### config.mk
export PLATFORM = sky130hd
export DESIGN_NAME = video_timing_ctrl
export DESIGN_NICKNAME = d
export VERILOG_FILES = /design/src/rtl/video_timing_ctrl.sv
export SDC_FILE = /design/constraint.sdc
export NUM_CORES = 1
export LEC_CHECK = 0
export BUFFER_PORTS_ARGS = -buffer_cell sky130_fd_sc_hd__buf_2
export CAP_MARGIN = 40
export CORE_MARGIN = 1.5
export CORE_UTILIZATION = 53
export CTS_BUF_LIST = sky130_fd_sc_hd__clkbuf_8
export DETAILED_ROUTE_END_ITERATION = 10
export HOLD_SLACK_MARGIN = 0.15
export PLACE_DENSITY_LB_ADDON = 0.25
export SLEW_MARGIN = 20
export SYNTH_ARGS = -nofsm -noshare
export SYNTH_HDL_FRONTEND = slang
export SYNTH_SLANG_ARGS = --single-unit
### constraint.sdc
create_clock -name clk -period 3.5 [get_ports clk]
set_input_delay 0.35 -clock clk [delete_from_list [all_inputs] [get_ports clk]]
set_output_delay 0.35 -clock clk [all_outputs]
set_load 0.05 [all_outputs]
### src/rtl/video_timing_ctrl.sv
// rtl/video_timing_ctrl.sv - NES video raster/sync timing sequencer with PPU frame lock
// Optional frame counter is built when VTC_FRAME_COUNTER_EN is defined.
module video_timing_ctrl #(
  parameter int H_TOTAL    = 682,
  parameter int H_ACTIVE   = 512,
  parameter int HS_START   = 556,
  parameter int HS_END     = 606,
  parameter int V_ACTIVE   = 240,
  parameter int LOCK_MISS  = 3,
  parameter int V_END_NTSC = 261,
  parameter int V_END_PAL  = 311,
  parameter int VS_NTSC    = 243,
  parameter int VS_PAL     = 270,
  parameter int OL_LEFT    = 20,
  parameter int OL_RIGHT   = 16,
  parameter int OL_TOP     = 6,
  parameter int OL_BOTTOM  = 10
) (
  input  logic        clk,
  input  logic        reset,
  input  logic        pal_video,
  input  logic        overscan,
  input  logic [8:0]  count_v,
  output logic        pix_ce,
  output logic [9:0]  h,
  output logic [9:0]  v,
  output logic        hblank,
  output logic        vblank,
  output logic        de,
  output logic        ol,
  output logic        sync_h,
  output logic        sync_v,
  output logic        locked,
  output logic        frame_start,
  output logic [15:0] frame_cnt
);

  localparam logic [9:0] H_LAST_C     = 10'(H_TOTAL - 1);
  localparam logic [9:0] H_ACTIVE_C   = 10'(H_ACTIVE);
  localparam logic [9:0] HS_START_C   = 10'(HS_START);
  localparam logic [9:0] HS_END_C     = 10'(HS_END);
  localparam logic [9:0] V_ACTIVE_C   = 10'(V_ACTIVE);
  localparam logic [9:0] V_END_NTSC_C = 10'(V_END_NTSC);
  localparam logic [9:0] V_END_PAL_C  = 10'(V_END_PAL);
  localparam logic [9:0] VS_NTSC_C    = 10'(VS_NTSC);
  localparam logic [9:0] VS_PAL_C     = 10'(VS_PAL);
  localparam logic [9:0] OL_H_LO_C    = 10'(OL_LEFT);
  localparam logic [9:0] OL_H_HI_C    = 10'(H_ACTIVE - OL_RIGHT);
  localparam logic [9:0] OL_V_LO_C    = 10'(OL_TOP);
  localparam logic [9:0] OL_V_HI_C    = 10'(V_ACTIVE - OL_BOTTOM);
  localparam logic [7:0] LOCK_MISS_C  = 8'(LOCK_MISS);

  typedef enum logic [1:0] {SEARCH, LOCKED, COAST} state_t;

  state_t      state_q, state_d;
  logic [7:0]  miss_q, miss_d;
  logic [8:0]  prev_cv_q, prev_cv_d;
  logic        pix_ce_q, pix_ce_d;
  logic [9:0]  h_q, h_d, v_q, v_d;
  logic        hblank_q, hblank_d, vblank_q, vblank_d;
  logic        de_q, de_d, ol_q, ol_d;
  logic        sync_h_q, sync_h_d, sync_v_q, sync_v_d;
  logic        locked_q, locked_d, frame_start_q, frame_start_d;

  logic        sf, hend, vwrap;
  logic [9:0]  vend, vs0;

  always_comb begin
    sf    = pix_ce_q && (prev_cv_q == 9'd511) && (count_v == 9'd0);
    vend  = pal_video ? V_END_PAL_C : V_END_NTSC_C;
    vs0   = pal_video ? VS_PAL_C : VS_NTSC_C;
    hend  = (h_q == H_LAST_C);
    // >= rather than == so a PAL->NTSC switch deep in the frame still wraps
    vwrap = hend && (v_q >= vend);

    pix_ce_d      = ~pix_ce_q;
    prev_cv_d     = prev_cv_q;
    h_d           = h_q;
    v_d           = v_q;
    state_d       = state_q;
    miss_d        = miss_q;
    sync_h_d      = sync_h_q;
    sync_v_d      = sync_v_q;
    frame_start_d = 1'b0;

    if (pix_ce_q) begin
      prev_cv_d     = count_v;
      frame_start_d = sf || vwrap;
      if (sf) begin
        h_d = '0;
        v_d = '0;
      end else if (hend) begin
        h_d = '0;
        v_d = vwrap ? 10'd0 : v_q + 10'd1;
      end else begin
        h_d = h_q + 10'd1;
      end

      unique case (state_q)
        SEARCH: begin
          if (sf) begin
            state_d = LOCKED;
            miss_d  = '0;
          end
        end
        LOCKED: begin
          if (sf) begin
            miss_d = '0;
          end else if (vwrap) begin
            state_d = COAST;
            miss_d  = 8'd1;
          end
        end
        COAST: begin
          if (sf) begin
            state_d = LOCKED;
            miss_d  = '0;
          end else if (vwrap) begin
            if (miss_q + 8'd1 == LOCK_MISS_C) begin
              state_d = SEARCH;
              miss_d  = '0;
            end else begin
              miss_d = miss_q + 8'd1;
            end
          end
        end
        default: begin
          state_d = SEARCH;
          miss_d  = '0;
        end
      endcase

      // sync_v is only re-evaluated at the start of horizontal sync
      if (h_d == HS_START_C) begin
        sync_h_d = 1'b1;
        sync_v_d = (v_d >= vs0) && (v_d < vs0 + 10'd3);
      end else if (h_d == HS_END_C) begin
        sync_h_d = 1'b0;
      end
    end

    hblank_d = (h_d >= H_ACTIVE_C);
    vblank_d = (v_d >= V_ACTIVE_C);
    ol_d     = overscan && ((h_d > OL_H_HI_C) || (h_d < OL_H_LO_C) ||
                            (v_d < OL_V_LO_C) || (v_d > OL_V_HI_C));
    de_d     = !hblank_d && !vblank_d && !ol_d;
    locked_d = (state_d == LOCKED);
  end

  always_ff @(posedge clk) begin
    if (reset) begin
      state_q       <= SEARCH;
      miss_q        <= '0;
      prev_cv_q     <= '0;
      pix_ce_q      <= 1'b0;
      h_q           <= '0;
      v_q           <= '0;
      hblank_q      <= 1'b0;
      vblank_q      <= 1'b0;
      de_q          <= 1'b0;
      ol_q          <= 1'b0;
      sync_h_q      <= 1'b0;
      sync_v_q      <= 1'b0;
      locked_q      <= 1'b0;
      frame_start_q <= 1'b0;
    end else begin
      state_q       <= state_d;
      miss_q        <= miss_d;
      prev_cv_q     <= prev_cv_d;
      pix_ce_q      <= pix_ce_d;
      h_q           <= h_d;
      v_q           <= v_d;
      hblank_q      <= hblank_d;
      vblank_q      <= vblank_d;
      de_q          <= de_d;
      ol_q          <= ol_d;
      sync_h_q      <= sync_h_d;
      sync_v_q      <= sync_v_d;
      locked_q      <= locked_d;
      frame_start_q <= frame_start_d;
    end
  end

  assign pix_ce      = pix_ce_q;
  assign h           = h_q;
  assign v           = v_q;
  assign hblank      = hblank_q;
  assign vblank      = vblank_q;
  assign de          = de_q;
  assign ol          = ol_q;
  assign sync_h      = sync_h_q;
  assign sync_v      = sync_v_q;
  assign locked      = locked_q;
  assign frame_start = frame_start_q;

`ifdef VTC_FRAME_COUNTER_EN
  logic [15:0] frame_cnt_q, frame_cnt_d;

  always_comb begin
    frame_cnt_d = frame_start_d ? frame_cnt_q + 16'd1 : frame_cnt_q;
  end

  always_ff @(posedge clk) begin
    if (reset) frame_cnt_q <= '0;
    else       frame_cnt_q <= frame_cnt_d;
  end

  assign frame_cnt = frame_cnt_q;
`else
  assign frame_cnt = 16'd0;
`endif

endmodule

Word-level counts from Yosys, hierarchy flattened. Index checks and enable logic that the tools add are counted. Widths: inputs -> output; s select.

Reduce and logical (&&, ||, !) cells: 21. Eq/ne operators: 11. $add $sub $neg: 4. Bitwise gates (word level): 1. Multiplexer cells: 28. Order comparisons: 9.

Operator list (count): $mux 10 (9); $mux 8 (6); $eq 10x10->1 const B (3); $pmux 8 s3 (1); $add 10x1->10 const B (2); $ge 10x9->1 (2); $mux 2 (7); $add 9x2->10 const B (1); $ge 10x10->1 const B (1); $ge 10x8->1 const B (1); $gt 10x8->1 const B (1); $gt 10x9->1 const B (1); $lt 10x10->1 (1); $lt 10x3->1 const B (1); $lt 10x5->1 const B (1); $eq 9x9->1 const B (1); $logic_not 9->1 (1); $mux 9 (1); $add 8x1->8 const B (1); $eq 8x2->1 const B (1); $logic_and 1x1->1 (7); $mux 6 (1); $ne 3x3->1 const B (2); $pmux 2 s3 (1); other kinds (12) (20).

Register bits after elaboration: 48. Output and inout port bits: 45. Bits of input ports: 13. Word-level logic and storage cells: 88.

Depth between registers and ports, before layout.
Depth in word-level cells: 14. Gate-level depth with buffers: 17. Gate-level depth less buffers: 16.

Worst setup path after synthesis. OpenSTA, ideal clock, no wires.

Path type: register to register. Start: reg h_q[1], in the netlist h[1]. End: reg sync_v_q, in the netlist sync_v. Data required time: 3440 ps. Stages on the path, launching flop included: 15. Setup slack: -146 ps. Buffers on the path: 1. Arrival time: 3586 ps. Path through: dfxtp_1 clkbuf_1 inv_1 ha_1 nand3b_4 nor4_2 a21oi_1 o21a_1 ha_1 inv_1 a21oi_1 or3_1 or4_1 a311oi_1 a31o_1.

Cells in the longest elaborated chain, start to end: 8. Elaborated cells on any way between the ends: 15.

RTL lines: start, declared (line 59) `logic [9:0] h_q, h_d, v_q, v_d;`; start signal, assigned (line 156) `h_q <= '0;`; start signal, assigned (line 171) `h_q <= h_d;`; $eq 10x10->1 (line 72) `hend = (h_q == H_LAST_C);`; $logic_and 1x1->1 (line 74) `vwrap = hend && (v_q >= vend);`; $mux 10 (line 94) `v_d = vwrap ? 10'd0 : v_q + 10'd1;`; $mux 10 (line 92) `end else if (hend) begin`; $mux 10 (line 89) `if (sf) begin`; $mux 10 (line 86) `if (pix_ce_q) begin`; $ge 10x9->1 or $lt 10x10->1 (tied branches) (line 136) `sync_v_d = (v_d >= vs0) && (v_d < vs0 + 10'd3);`; $logic_and 1x1->1 (line 136); end signal, assigned (line 178) `sync_v_q <= sync_v_d;`; end, declared (line 62) `logic sync_h_q, sync_h_d, sync_v_q, sync_v_d;`.

Parallel ways exist; a longest one is shown, timed or not. The select of a mux whose other input is x is not followed. A chain may end at the register's enable or synchronous reset.

Worst setup path after layout.
Start: reg h_q[8], in the netlist h[8]. End: reg sync_v_q, in the netlist sync_v.

The elaborated chain is that of the path after synthesis.

==> metrics.txt <==
crit-path max cell delay 0.47 ns; Die Span Y 85.31 um; nets@finish 540; CP Max Fanout 8; terminus of the critical flop-to-flop path sync_v$_SDFFE_PP0P_; fraction of the mapped netlist area in adder cells 7.317%; area share of the largest cell type after synthesis between 20% and 30%; Hold Path Cell Cnt 3; vias per cell ~6.1; # diodes 0; Hold Buf Count CTS 0; slew margin rel. roughly 62%; FP Rows 29; Power Internal 0.7526 mW; GRT Total Usage 25.59%; hold endpoint prev_cv_q[6]$_SDFFE_PP0P_; DR iter-0 viols between 150 and 200; hold_sp count_v[6]; Worst Tran Pin Value approximately 0.56 ns; Tot Pwr ~1.1 mW; Worst Path Arrival roughly 3.5 ns; final hold vios 0; Synth area leaders dfxtp_1, ha_1, nor2_1; power share of the clock group 34.4%; Core ar. between 6000 and 7000 um^2; dominant synthesized flop cell dfxtp_1; ys async rst share 0%; Post-Synth XOR/XNOR Area under 10%; dpl cells 575; crit end category register; Area growth, synth to finish 12.82%; post-synthesis simple-gate area fraction just under 30%; Die X roughly 85 um; Final Non-Filler Cells 584; clock sinks 48; synth cell count leaders nor2_1, dfxtp_1, a21oi_1; Worst EP required about 3.8 ns; worst r2r src h[8]$_SDFF_PP0_; clock latency on the worst-skew pair roughly 0.32 ns; element type at the critical path start register; hpwl dp approximately 6.7 mm; Post-Syn Instances 456; setup slack after layout 0.2219 ns; Distinct cells, synth 68; PwrDens roughly 260 nW/um^2; Die ar. between 7000 and 8000 um^2; Sw Ratio approximately 29%; met3 GRT Util 5.058%; GPL Wtd Cong approximately 0.90; layout cells sized above 1 19.72%; Crit-path slowest cell or4_1; largest family of logic cells by synthesized area simple AND/OR/NAND/NOR gates; wire length per cell ~16 um; Synth area leader dfxtp_1; Max VDD drop ~0.23 mV; WL final 9.195 mm; Most Crowded Layer GR met2; r2r worst-path depth 13; pre-CTS setup slack -0.03144 ns; crit path kind register to register; Tcrit/Tclk final 93.66%; initial antenna violation count 0; Synth Cell Area around 3600 um^2; htree depth 2; Post-CTS Setup Repair Bufs 0; Final Skew 0.009581 ns; RSZ-0062 raised after global routing no; I/O pin count 58; 1st-pass router iterations 7; met2 usage 41.34%; Slew Viols, Final 0; Initial Util 55.60%; syn_area_per_cell around 8 um^2; fin crit period 3.278 ns; Fillers 580; clk root buf clkbuf_8; Inserted Clock Buffers 5; CTS tree built; largest net degree at the start of global routing 42; post-route ant nets 0; clock slew at reported path FFs around 0.090 ns; setup slack, reg-to-reg 0.22 ns; sequential share of power approximately 53%; clk buf depth 2; Psw 0.3146 mW; Post-synth EDFFs 0; most common cell in the netlist nor2_1; Synth Area in Compound Gates a little over a fifth; Max-Cap Viols 0; via count ~3,600; failing checks design-rule violations; vias in the first global route 3,225; drt drc 5; final core occ a little over three fifths; status finished, violations left; combinational share of power around an eighth; first-pass GRT wire length ~15 mm; Setup Viol. Count Final 0; met1 Usage GRT between 30 and 40%; worst min-delay path class input pin to register; mux share of post-synthesis cell area approximately 3.7%; Max Clock Freq about 310 MHz; register area share after synthesis a little over a quarter; cells along the critical path nand2b_2, nor3_4, mux2i_1, nor2_1, ha_1, nand2b_1, a21oi_1, nor2_1, a21oi_1, or3_1, or4_1, a311oi_1, a31o_1; Yosys warning count 0; Synth Register Bits 48; leakage power approximately 1.7 nW; Port Buffers 41; GRT overflow 0
[layout make-up]
cell class	instances	area [um^2]	area share, %
clock buffer	6	82.58	2.038
clock inverter	2	13.76	0.3397
inverter	19	71.32	1.760
multi-input combinational	364	2400	59.23
sequential	48	967.2	23.87
tap	77	96.34	2.378
timing repair buffer	68	420.4	10.38
[metrics by stage]
| stage | hold WS (ns) | cell area, um^2 | TNS (ns) |
|---|---|---|---|
| final | 0.2863 | 4051 | 0 |
| after global routing | 0.3006 | 4051 | 0 |
| after CTS | 0.2862 | 4026 | 0 |
| after detailed placement | 0.4525 | 3930 | -0.03144 |
| after global placement | 0.4474 | 3930 | 0 |
| after floorplan | 0.4361 | 3662 | 0 |
[cell usage in the layout, fill, tap and decap left out, types with 3 or more instances in the layout]
| master | count |
|---|---|
| nor4bb_1 | 4 |
| inv_1 | 18 |
| clkbuf_8 | 6 |
| nor2_1 | 49 |
| a22oi_1 | 5 |
| nor3_1 | 13 |
| dfxtp_1 | 43 |
| buf_2 | 41 |
| and3_1 | 8 |
| nor4_1 | 6 |
| o211ai_1 | 4 |
| and2_1 | 12 |
| or3_1 | 7 |
| a21oi_1 | 33 |
| nand4_1 | 5 |
| a32oi_1 | 3 |
| o31a_1 | 3 |
| conb_1 | 16 |
| ha_1 | 21 |
| dfxtp_2 | 5 |
| xor2_1 | 5 |
| a211oi_1 | 7 |
| nand2_1 | 29 |
| mux2i_1 | 11 |
| and4_1 | 3 |
| buf_4 | 26 |
| nand3b_1 | 6 |
| a31oi_1 | 3 |
| nor2b_1 | 8 |
| a221oi_1 | 3 |
| nand3_1 | 16 |
| o21ai_0 | 29 |
| xnor2_1 | 8 |
[power groups by stage]
stage	combinational [mW]	sequential [mW]	clock, mW
2_1_floorplan	0.107	0.585	0
3_3_place_gp	0.134	0.572	0
3_5_place_dp	0.136	0.573	0
4_1_cts	0.137	0.560	0.373
5_1_grt	0.150	0.561	0.396
6_report	0.140	0.560	0.367
[kinds of logic after synthesis]
| logic type | count (synthesis) |
|---|---|
| buffers and inverters | 59 |
| DFF | 48 |
| AOI/OAI and AO/OA | 114 |
| muxes | 13 |
| and+or+nand+nor | 187 |
| other | 1 |
| xor gates and xnor gates | 13 |
| adders and majority gates | 21 |
[layer usage]
metal | up-vias | share of wire (%)
met3 | 25 | 7.7
met5 | - | 0
met4 | 0 | 2.9
met2 | 163 | 46
met1 | 1656 | 43
li1 | 1713 | -
[how the worst max path moves through the flow]
| stage | startpoint | to | cells past startpoint |
|---|---|---|---|
| 2_1_floorplan | v[1]$_SDFF_PP0_ | sync_v$_SDFFE_PP0P_ | 15 |
| 3_3_place_gp | pal_video | sync_v$_SDFFE_PP0P_ | 17 |
| 3_5_place_dp | pal_video | sync_v$_SDFFE_PP0P_ | 17 |
| 4_1_cts | v[5]$_SDFF_PP0_ | sync_v$_SDFFE_PP0P_ | 15 |
| 5_1_grt | h[1]$_SDFF_PP0_ | sync_v$_SDFFE_PP0P_ | 15 |
| 6_report | h[8]$_SDFF_PP0_ | sync_v$_SDFFE_PP0P_ | 13 |
[state kept, by name, summed over array words and instances (netlist names)]
register,cells
sync_v,1
pix_ce,1
hblank,1
miss_q,8
sync_h,1
state_q,2
locked,1
v,10
frame_start,1
vblank,1
ol,1
prev_cv_q,9
de,1
h,10
[critical path, delay by kind of cell (launching register included)]
family                     cells  cell delay [ns]
muxes                          1             0.30
and+or+nand+nor                7             1.75
adders and majority gates      1             0.27
DFF                            1             0.38
AOI/OAI and AO/OA              4             0.53
[repair_timing]
action                                 CTS  global route
endpoints found under the hold margin    0             0
gates resized for setup                  0             1
setup endpoints to repair                0             1
Note: power is estimated with default switching activity, not from simulation.
